===== src/rtl/delay_meter.sv =====
// delay_meter: launches a toggle into NUM_CH paths, times the selected one.
// Optional min/max sample outputs: define DELAY_METER_MINMAX_EN.
module delay_meter #(
    parameter int                CNT_W       = 32,
    parameter int                NUM_CH      = 4,
    parameter int                SEL_W       = 2,
    parameter int                TRIALS_LOG2 = 3,
    parameter int                TIMEOUT     = 1000,
    parameter logic [NUM_CH-1:0] INV_MASK    = '0
) (
    input  logic                         clk,
    input  logic                         rst,
    input  logic                         start,
    input  logic [SEL_W-1:0]             ch_sel,
    input  logic [NUM_CH-1:0]            path_result,
    output logic                         path_in,
    output logic                         busy,
    output logic                         done,
    output logic                         err,
    output logic [CNT_W+TRIALS_LOG2-1:0] sum,
    output logic [CNT_W-1:0]             avg,
    output logic [CNT_W-1:0]             last
`ifdef DELAY_METER_MINMAX_EN
    ,
    output logic [CNT_W-1:0]             min_s,
    output logic [CNT_W-1:0]             max_s
`endif
);

    typedef enum logic [2:0] {
        S_IDLE,
        S_LAUNCH,
        S_WAIT,
        S_CAPTURE,
        S_DONE
    } state_t;

    localparam logic [CNT_W-1:0]     LP_TMAX = CNT_W'(TIMEOUT - 1);
    localparam logic [TRIALS_LOG2:0] LP_NTR  = {1'b1, {TRIALS_LOG2{1'b0}}};

    state_t                       r_state;
    state_t                       w_next;
    logic [NUM_CH-1:0]            r_sync1;
    logic [NUM_CH-1:0]            r_sync2;
    logic [SEL_W-1:0]             r_sel;
    logic                         r_path_in;
    logic                         r_target;
    logic                         r_err;
    logic [CNT_W-1:0]             r_cnt;
    logic [CNT_W-1:0]             r_last;
    logic [TRIALS_LOG2:0]         r_trial;
    logic [TRIALS_LOG2:0]         w_trial_nxt;
    logic [CNT_W+TRIALS_LOG2-1:0] r_sum;
    logic                         w_synced;
    logic                         w_hit;
`ifdef DELAY_METER_MINMAX_EN
    logic [CNT_W-1:0]             r_min;
    logic [CNT_W-1:0]             r_max;
`endif

    assign w_synced    = r_sync2[r_sel];
    assign w_hit       = (w_synced == r_target);
    assign w_trial_nxt = r_trial + 1'b1;

    assign path_in = r_path_in;
    assign busy    = (r_state != S_IDLE);
    assign done    = (r_state == S_DONE);
    assign err     = r_err;
    assign sum     = r_sum;
    assign avg     = CNT_W'(r_sum >> TRIALS_LOG2);
    assign last    = r_last;
`ifdef DELAY_METER_MINMAX_EN
    assign min_s   = r_min;
    assign max_s   = r_max;
`endif

    // Two-flop synchroniser on every path output, free running.
    always_ff @(posedge clk or posedge rst) begin
        if (rst) begin
            r_sync1 <= '0;
            r_sync2 <= '0;
        end else begin
            r_sync1 <= path_result;
            r_sync2 <= r_sync1;
        end
    end

    // State register.
    always_ff @(posedge clk or posedge rst) begin
        if (rst) r_state <= S_IDLE;
        else     r_state <= w_next;
    end

    // Next-state logic: one trial is LAUNCH, WAIT..., CAPTURE.
    always_comb begin
        w_next = r_state;
        unique case (r_state)
            S_IDLE:    if (start) w_next = S_LAUNCH;
            S_LAUNCH:  w_next = S_WAIT;
            S_WAIT: begin
                if (w_hit)                 w_next = S_CAPTURE;
                else if (r_cnt == LP_TMAX) w_next = S_DONE;
            end
            S_CAPTURE: w_next = (w_trial_nxt == LP_NTR) ? S_DONE : S_LAUNCH;
            S_DONE:    w_next = S_IDLE;
            default:   w_next = S_IDLE;
        endcase
    end

    // Datapath: launch level, cycle counter and result accumulation.
    always_ff @(posedge clk or posedge rst) begin
        if (rst) begin
            r_sel     <= '0;
            r_path_in <= 1'b0;
            r_target  <= 1'b0;
            r_err     <= 1'b0;
            r_cnt     <= '0;
            r_last    <= '0;
            r_trial   <= '0;
            r_sum     <= '0;
`ifdef DELAY_METER_MINMAX_EN
            r_min     <= '0;
            r_max     <= '0;
`endif
        end else begin
            case (r_state)
                S_IDLE: begin
                    if (start) begin
                        r_sel   <= ch_sel;
                        r_sum   <= '0;
                        r_err   <= 1'b0;
                        r_last  <= '0;
                        r_trial <= '0;
`ifdef DELAY_METER_MINMAX_EN
                        r_min   <= '1;
                        r_max   <= '0;
`endif
                    end
                end
                S_LAUNCH: begin
                    r_path_in <= ~r_path_in;
                    r_target  <= ~r_path_in ^ INV_MASK[r_sel];
                    r_cnt     <= '0;
                end
                S_WAIT: begin
                    // On a hit r_cnt holds still and becomes the sample.
                    if (!w_hit) begin
                        if (r_cnt == LP_TMAX) r_err <= 1'b1;
                        else                  r_cnt <= r_cnt + 1'b1;
                    end
                end
                S_CAPTURE: begin
                    r_sum   <= r_sum + {{TRIALS_LOG2{1'b0}}, r_cnt};
                    r_last  <= r_cnt;
                    r_trial <= w_trial_nxt;
`ifdef DELAY_METER_MINMAX_EN
                    if (r_cnt < r_min) r_min <= r_cnt;
                    if (r_cnt > r_max) r_max <= r_cnt;
`endif
                end
                default: ;
            endcase
        end
    end

endmodule


===== config.mk =====
export PLATFORM = sky130hd
export DESIGN_NAME = delay_meter
export DESIGN_NICKNAME = d
export VERILOG_FILES = /design/src/rtl/delay_meter.sv
export SDC_FILE = /design/constraint.sdc
export NUM_CORES = 1
export LEC_CHECK = 0
export BUFFER_PORTS_ARGS = -buffer_cell sky130_fd_sc_hd__buf_2
export CELL_PAD_IN_SITES_DETAIL_PLACEMENT = 0
export CELL_PAD_IN_SITES_GLOBAL_PLACEMENT = 1
export CORE_MARGIN = 2
export CORE_UTILIZATION = 40
export CTS_BUF_LIST = sky130_fd_sc_hd__clkbuf_8 sky130_fd_sc_hd__clkbuf_16
export CTS_CLUSTER_SIZE = 16
export DETAILED_ROUTE_END_ITERATION = 12
export PLACE_DENSITY_LB_ADDON = 0.08
export SLEW_MARGIN = 20
export SYNTH_ARGS = -nofsm -noshare
export SYNTH_HDL_FRONTEND = slang
export SYNTH_SLANG_ARGS = --single-unit

===== constraint.sdc =====
create_clock -name clk -period 4.6 [get_ports clk]
set_input_delay 0.92 -clock clk [delete_from_list [all_inputs] [get_ports clk]]
set_output_delay 0.92 -clock clk [all_outputs]
set_load 0.03 [all_outputs]

==> metrics.csv, run 1 <==
metric;value;unit
run_status;complete, no violations;
synth.avg_cell_area;9.10;µm²
portBuffers;111;
fin_util;47.6;%
fin_skew;0.0170;ns
maxSlewViolCount;0;
die_w;135;µm
routed_via_density;5.27;
drt-wirelength-per-cell;16.6;µm
gp_congestion;0.902;
holdBufCountCts;0;
p_leak;4.19;nW
seq_area_frac_synth;43.2;%
core_area;0.0166;mm²
most_numerous_cell_in_the_yosys_netlist;sky130_fd_sc_hd__nand2_1;
synth_area_in_simple_gates;22.4;%
detailed_place.area;0.00737;mm²
synth_top_family_by_area;simple AND/OR/NAND/NOR gates;
drt_drc_violations_left;0;
setup_total_negative_slack;0;ns
clock_tree.buffer_depth;2;
ys_seq_elements;118;
starting_density;41.1;%
worst_slack_on_hold_paths;0.348;ns
netSwitchingPower;0.00189;W
tightest_slew;0.875;ns
cts_tree;built;
cts_setup_buffers;0;
post_synth_xor_area_fraction;7.55;%
place.detailed.hpwl;12.2;mm
timing_hold_violations_final;0;
finalWirelength;17.6;mm
period_share;71.5;%
arrival;3.65;ns
synthArstFlopShare;100;%
worst-endpoint-required;4.96;ns
grt_pass1_wl;28.5;mm
root_buffer;sky130_fd_sc_hd__clkbuf_16;
setup_viol_count_final;0;
switching_share;44.6;%
later_pin_clock_latency_in_the_skew_report;0.42;ns
critical_path_startpoint_category;flop;
startpoint_to_endpoint_class_of_the_critical_path;flop to flop;
finalInstanceArea;0.00792;mm²
crit_path_end_kind;flop;
combinationalPowerShare;38.1;%
yosysWarningCount;0;
cellPowerDensity;536;mW/mm²
num-nets-final;870;
grt-ovfl-total;0;
fmaxAchievable;304;MHz
max-vdd-ir-drop;309;µV
dr.pass1.iters;5;
grt_setup_unrepaired;false;
critical_path_peak_fanout;6;
first_global_vias;5413;
netlist_instances;752;
drive_gt1_share;20.6;%
post-layout-total-power;0.00425;W
synth_adder_area_share;6.69;%
synth_area;0.00684;mm²
die_h;135;µm
synth_top_cell_by_area;sky130_fd_sc_hd__dfrtp_1;
boundaryPins;112;
synth_enable_flop_cells;0;
yosys-top-cells-count;sky130_fd_sc_hd__nand2_1 (130), sky130_fd_sc_hd__dfrtp_1 (118), sky130_fd_sc_hd__nand3_1 (73), sky130_fd_sc_hd__nor2_1 (55), sky130_fd_sc_hd__o21ai_0 (45);
synth_area_leaders;sky130_fd_sc_hd__dfrtp_1 (43%), sky130_fd_sc_hd__nand2_1 (7.1%), sky130_fd_sc_hd__ha_1 (6.4%);
detail_route.iter0.violations;248;
antenna-diode-count;0;
grt_start_max_net_pins;69;
hold_path_class;flop to flop;
clock_tree.htree_level_count;4;
max_slew_margin;41.6;%
sequential_fraction_of_design_power;32.5;%
ys_types;60;
synth.area.mux_share;1.55;%
synth_flop_cell;sky130_fd_sc_hd__dfrtp_1;
synth_nets;797;
p_int;0.00236;W
period_minus_slack;3.29;ns
part_of_the_total_power_dissipated_in_the_clock_network;29.3;%
maxCapViolations;0;
cts_made_buffers;17;
vias;5577;
antenna_left;0;
cts.repair.resized;0;
synth_largest_type_area_fraction;43.2;%
tritoncts_num_sinks;118;
synthToLayoutAreaGrowth;15.8;%
globalRouteTotalUtil;20.0;%
die_area;0.0182;mm²
synth_compound_gate_area_share;12.8;%
antenna_found_initial;0;
cts_clock_pin_slew_for_the_worst_setup_and_hold_paths;0.06;ns
rows;47;
==> logic make-up after synthesis <==
kind of cell | after synthesis
buffers and inverters | 71
and+or+nand+nor | 324
adders and majority gates | 36
muxes | 9
AOI/OAI and AO/OA | 135
DFF | 118
xor gates and xnor gates | 59
==> placed cells by master (no fill, tap or decap), drive strengths merged, types with 2 or more instances in the layout <==
cell,instances
nand2,130
and4,6
o31ai,3
and3,10
clkbuf,18
a21oi,27
o21bai,5
buf,117
ha,35
nor2b,4
nand2b,2
clkinv,4
or3,2
and2,4
mux2i,5
clkinvlp,3
xor2,44
nor3b,5
nor4,9
inv,15
xnor2,15
nand3,73
a31oi,7
a211oi,6
a21o,21
nor2,55
a311oi,2
a221oi,2
nand4,11
o21ai,52
dfrtp,118
mux2,3
nor3,10
==> final timing paths <==
check / from / to / slack (ns) / cells after the start
worst min-delay path: r_sync1[3] / r_sync2[3] / 0.35 / 0
min in group asynchronous: rst / r_sync1[3] / 0.69 / 2
worst max-delay path: r_cnt[0] / sum[34] / 1.31 / 11
worst min register to register: r_sync1[3] / r_sync2[3] / 0.35 / 0
worst max register to register: r_cnt[0] / sum[34] / 1.31 / 11
max in group asynchronous: rst / r_cnt[23] / 3.11 / 3
==> power groups by stage <==
stage | registers [W] | logic (W) | clock network [W]
2_1_floorplan | 0.00157 | 0.00111 | 0
3_3_place_gp | 0.00139 | 0.00163 | 0
3_5_place_dp | 0.00140 | 0.00164 | 0
4_1_cts | 0.00138 | 0.00164 | 0.00128
5_1_grt | 0.00141 | 0.00177 | 0.00134
6_report | 0.00138 | 0.00162 | 0.00125
==> per-layer routing <==
layer	vias up	part of all wire (%)	track usage, %
li1	2765	-	-
met1	2688	48	27.3
met2	118	48	32.5
met3	6	3.4	4.20
met4	0	0.56	5.09
met5	-	0	0
==> area by class of cell <==
type                       instances  area, µm²
clock inverter                    14        115
multi-input combinational        563       3500
inverter                           8       32.5
fill                            1647       8720
tap                              220        275
timing repair buffer             117        613
sequential                       118       2950
clock buffer                      18        439
==> critical path: stages (launching register included) <==
cell and delay, ns:
sky130_fd_sc_hd__dfrtp_1 0.43, sky130_fd_sc_hd__ha_1 0.24, sky130_fd_sc_hd__fa_1 0.44, sky130_fd_sc_hd__a211oi_1 0.33, sky130_fd_sc_hd__o21ai_1 0.15, sky130_fd_sc_hd__nand4b_2 0.16, sky130_fd_sc_hd__a21oi_2 0.09, sky130_fd_sc_hd__o41a_4 0.40
sky130_fd_sc_hd__a311oi_4 0.33, sky130_fd_sc_hd__nor2b_2 0.08, sky130_fd_sc_hd__or4_1 0.47, sky130_fd_sc_hd__nand4_1 0.10
==> sequential cells by signal, indices dropped and copies added (netlist names) <==
name	cells
r_sync2	4
r_sync1	4
sum	35
r_sel	2
r_trial	4
r_cnt	32
err	1
last	32
path_in	1
r_state	3
==> through the flow <==
stage	std cells	setup slack (ns)
after floorplan	752	0.551
after global placement	1026	1.38
after detailed placement	1026	1.33
after CTS	1058	1.32
after global routing	1058	1.17
final	1058	1.31
Note: power is estimated with default switching activity, not from simulation.
==> inputs of run 2 (changes only) <==
CORE_UTILIZATION = 39   (was 40)
clock period = 2.8 ns   (was 4.6 ns; I/O delays follow)
==> run 2 against run 1 <==
Compared with the run above:
- the run now ends with negative setup slack left
- sequential share of layout area down 3.8 points
- non-clock buffer count is 93 higher
- final cell count increased by 9.3%
- count of clock-buffer cells in the layout stayed put
- clock skew shrank 0.0075 ns
- combinational power up 87%
- largest cell class unchanged
- largest power group unchanged
==> metrics.csv, run 2 (same netlist as run 1, synthesis figures left out) <==
metric;value;unit
hold_path_class;input port to flop;
drt-wirelength-per-cell;16.0;µm
grt-ovfl-total;0;
part_of_the_total_power_dissipated_in_the_clock_network;29.4;%
postLayoutSetupSlackWorst;-0.107;ns
maxSlewViolCount;0;
max-vdd-ir-drop;460;µV
post-layout-total-power;0.00746;W
boundaryPins;112;
place.detailed.hpwl;12.9;mm
setup_slack_reg_to_reg;-0.11;ns
holdBufCountCts;0;
combinationalPowerShare;40.7;%
cellPowerDensity;845;mW/mm²
period_minus_slack;2.91;ns
timing_hold_violations_final;0;
run_status;complete, but fails checks;
dr.pass1.iters;5;
portBuffers;111;
p_leak;4.73;nW
preCtsSetupSlack;-0.237;ns
reg2regPathDepth;11;
setup_viol_count_final;3;
clock_tree.buffer_depth;2;
die_w;136;µm
vias;5975;
die_h;136;µm
final_layout_fill_cell_count;1652;
gr-max-usage-layer;met2;
root_buffer;sky130_fd_sc_hd__clkbuf_16;
cts_clock_pin_slew_for_the_worst_setup_and_hold_paths;0.06;ns
fin_util;51.2;%
max_slew_margin;54.7;%
arrival;3.26;ns
num-nets-final;963;
setup_total_negative_slack;-0.274;ns
most_common_cell_after_layout_fill_and_taps_aside;sky130_fd_sc_hd__nand2_1;
critical-path-max-stage-delay;0.46;ns
worstSetupPathDepth;11;
layout_common_cells;sky130_fd_sc_hd__nand2_1 (128), sky130_fd_sc_hd__dfrtp_1 (117), sky130_fd_sc_hd__buf_2 (111);
tritoncts_num_sinks;118;
largest_reg_flops;35;
later_pin_clock_latency_in_the_skew_report;0.42;ns
failing_checks;negative setup slack;
worst_path_max_delay_cell;sky130_fd_sc_hd__or4_1;
grt_pass1_wl;29.7;mm
grt_start_max_net_pins;119;
globalRouteMet2Util;33.9;%
layoutNonFillerInstCount;1156;
cts_made_buffers;17;
gp_congestion;0.855;
period_share;104;%
crit_path_end_kind;flop;
drt_drc_violations_left;0;
grt_use_met3;3.80;%
grt_util_met1;27.4;%
first_global_vias;5745;
critical_path_peak_fanout;2;
starting_density;39.7;%
fmaxAchievable;344;MHz
rows;48;
globalRouteTotalUtil;20.6;%
p_int;0.00428;W
maxCapViolations;0;
antenna_found_initial;0;
drive_gt1_share;30.7;%
worst_hold_path.num_cells;1;
die_area;0.0186;mm²
critical_path_startpoint_category;flop;
routed_via_density;5.17;
place.detailed.instances;1105;
antenna-diode-count;0;
critical_path.top_delay_family;compound AO/OA/AOI/OAI gates;
finalWirelength;18.5;mm
crit_chain;ha_4 > fa_2 > a211oi_4 > o21ai_2 > nand4b_4 > a21oi_4 > o41a_4 > a311oi_4 > nor2b_2 > or4_1 > nand4_1;
clock_tree.htree_level_count;4;
sequential_fraction_of_design_power;29.9;%
switching_share;42.7;%
core_area;0.0172;mm²
cts_tree;built;
grt_setup_unrepaired;true;
synthToLayoutAreaGrowth;29.0;%
netSwitchingPower;0.00318;W
tightest_slew;0.680;ns
antenna_left;0;
fin_skew;0.00949;ns
cp_num_buf_inv;0;
detail_route.iter0.violations;279;
startpoint_to_endpoint_class_of_the_critical_path;flop to flop;
worst-endpoint-required;3.15;ns
run 2: area by class of cell:
class | instances | area [µm²] | share of cell area, %
well taps | 225 | 282 | 3.19
flip-flops and latches | 118 | 2950 | 33.5
repair buffers | 210 | 1340 | 15.2
multi-input cells | 563 | 3630 | 41.1
inverters | 8 | 33.8 | 0.383
clock buffers | 18 | 439 | 4.98
clock inverters | 14 | 151 | 1.72
run 2: power groups by stage:
stage	Sequential [W]	Combinational, W	Clock, W
2_1_floorplan	0.00258	0.00183	0
3_3_place_gp	0.00225	0.00298	0
3_5_place_dp	0.00227	0.00301	0
4_1_cts	0.00224	0.00305	0.00224
5_1_grt	0.00228	0.00331	0.00231
6_report	0.00223	0.00303	0.00219
run 2: per-layer routing:
layer	share of wire [%]	routed length, µm
met1	46	8570
met2	48	8940
met3	3.2	599
met4	2.0	361
met5	0	0
run 2: timing repair:
item / 4_1_cts / 5_1_grt
resized for setup: 7 / 19
buffers inserted: 14 / 5
pin swaps: 1 / 2
setup endpoints to repair: 23 / 31
run 2: worst paths after layout:
kind                                startpoint          to
worst max-delay path                    sum[0]     sum[34]
worst min-delay path            path_result[0]  r_sync1[0]
worst max register to register          sum[0]     sum[34]
worst min register to register      r_sync1[1]  r_sync2[1]
max in group asynchronous                  rst   r_cnt[19]
min in group asynchronous                  rst  r_sync1[3]
run 2: per-stage QoR:
| stage | area [µm²] | hold WS (ns) |
|---|---|---|
| finish | 8830 | 0.240 |
| global route | 8830 | 0.218 |
| CTS | 8720 | 0.226 |
| detailed placement | 7980 | 0.336 |
| global placement | 7980 | 0.333 |
| floorplan | 6880 | 0.331 |
run 2: worst reg2reg max path, delay by kind of cell (launching register included):
family	cells	cell delay (ns)
and+or+nand+nor	4	0.79
DFF	1	0.42
adders and majority gates	2	0.54
AOI/OAI and AO/OA	5	1.10
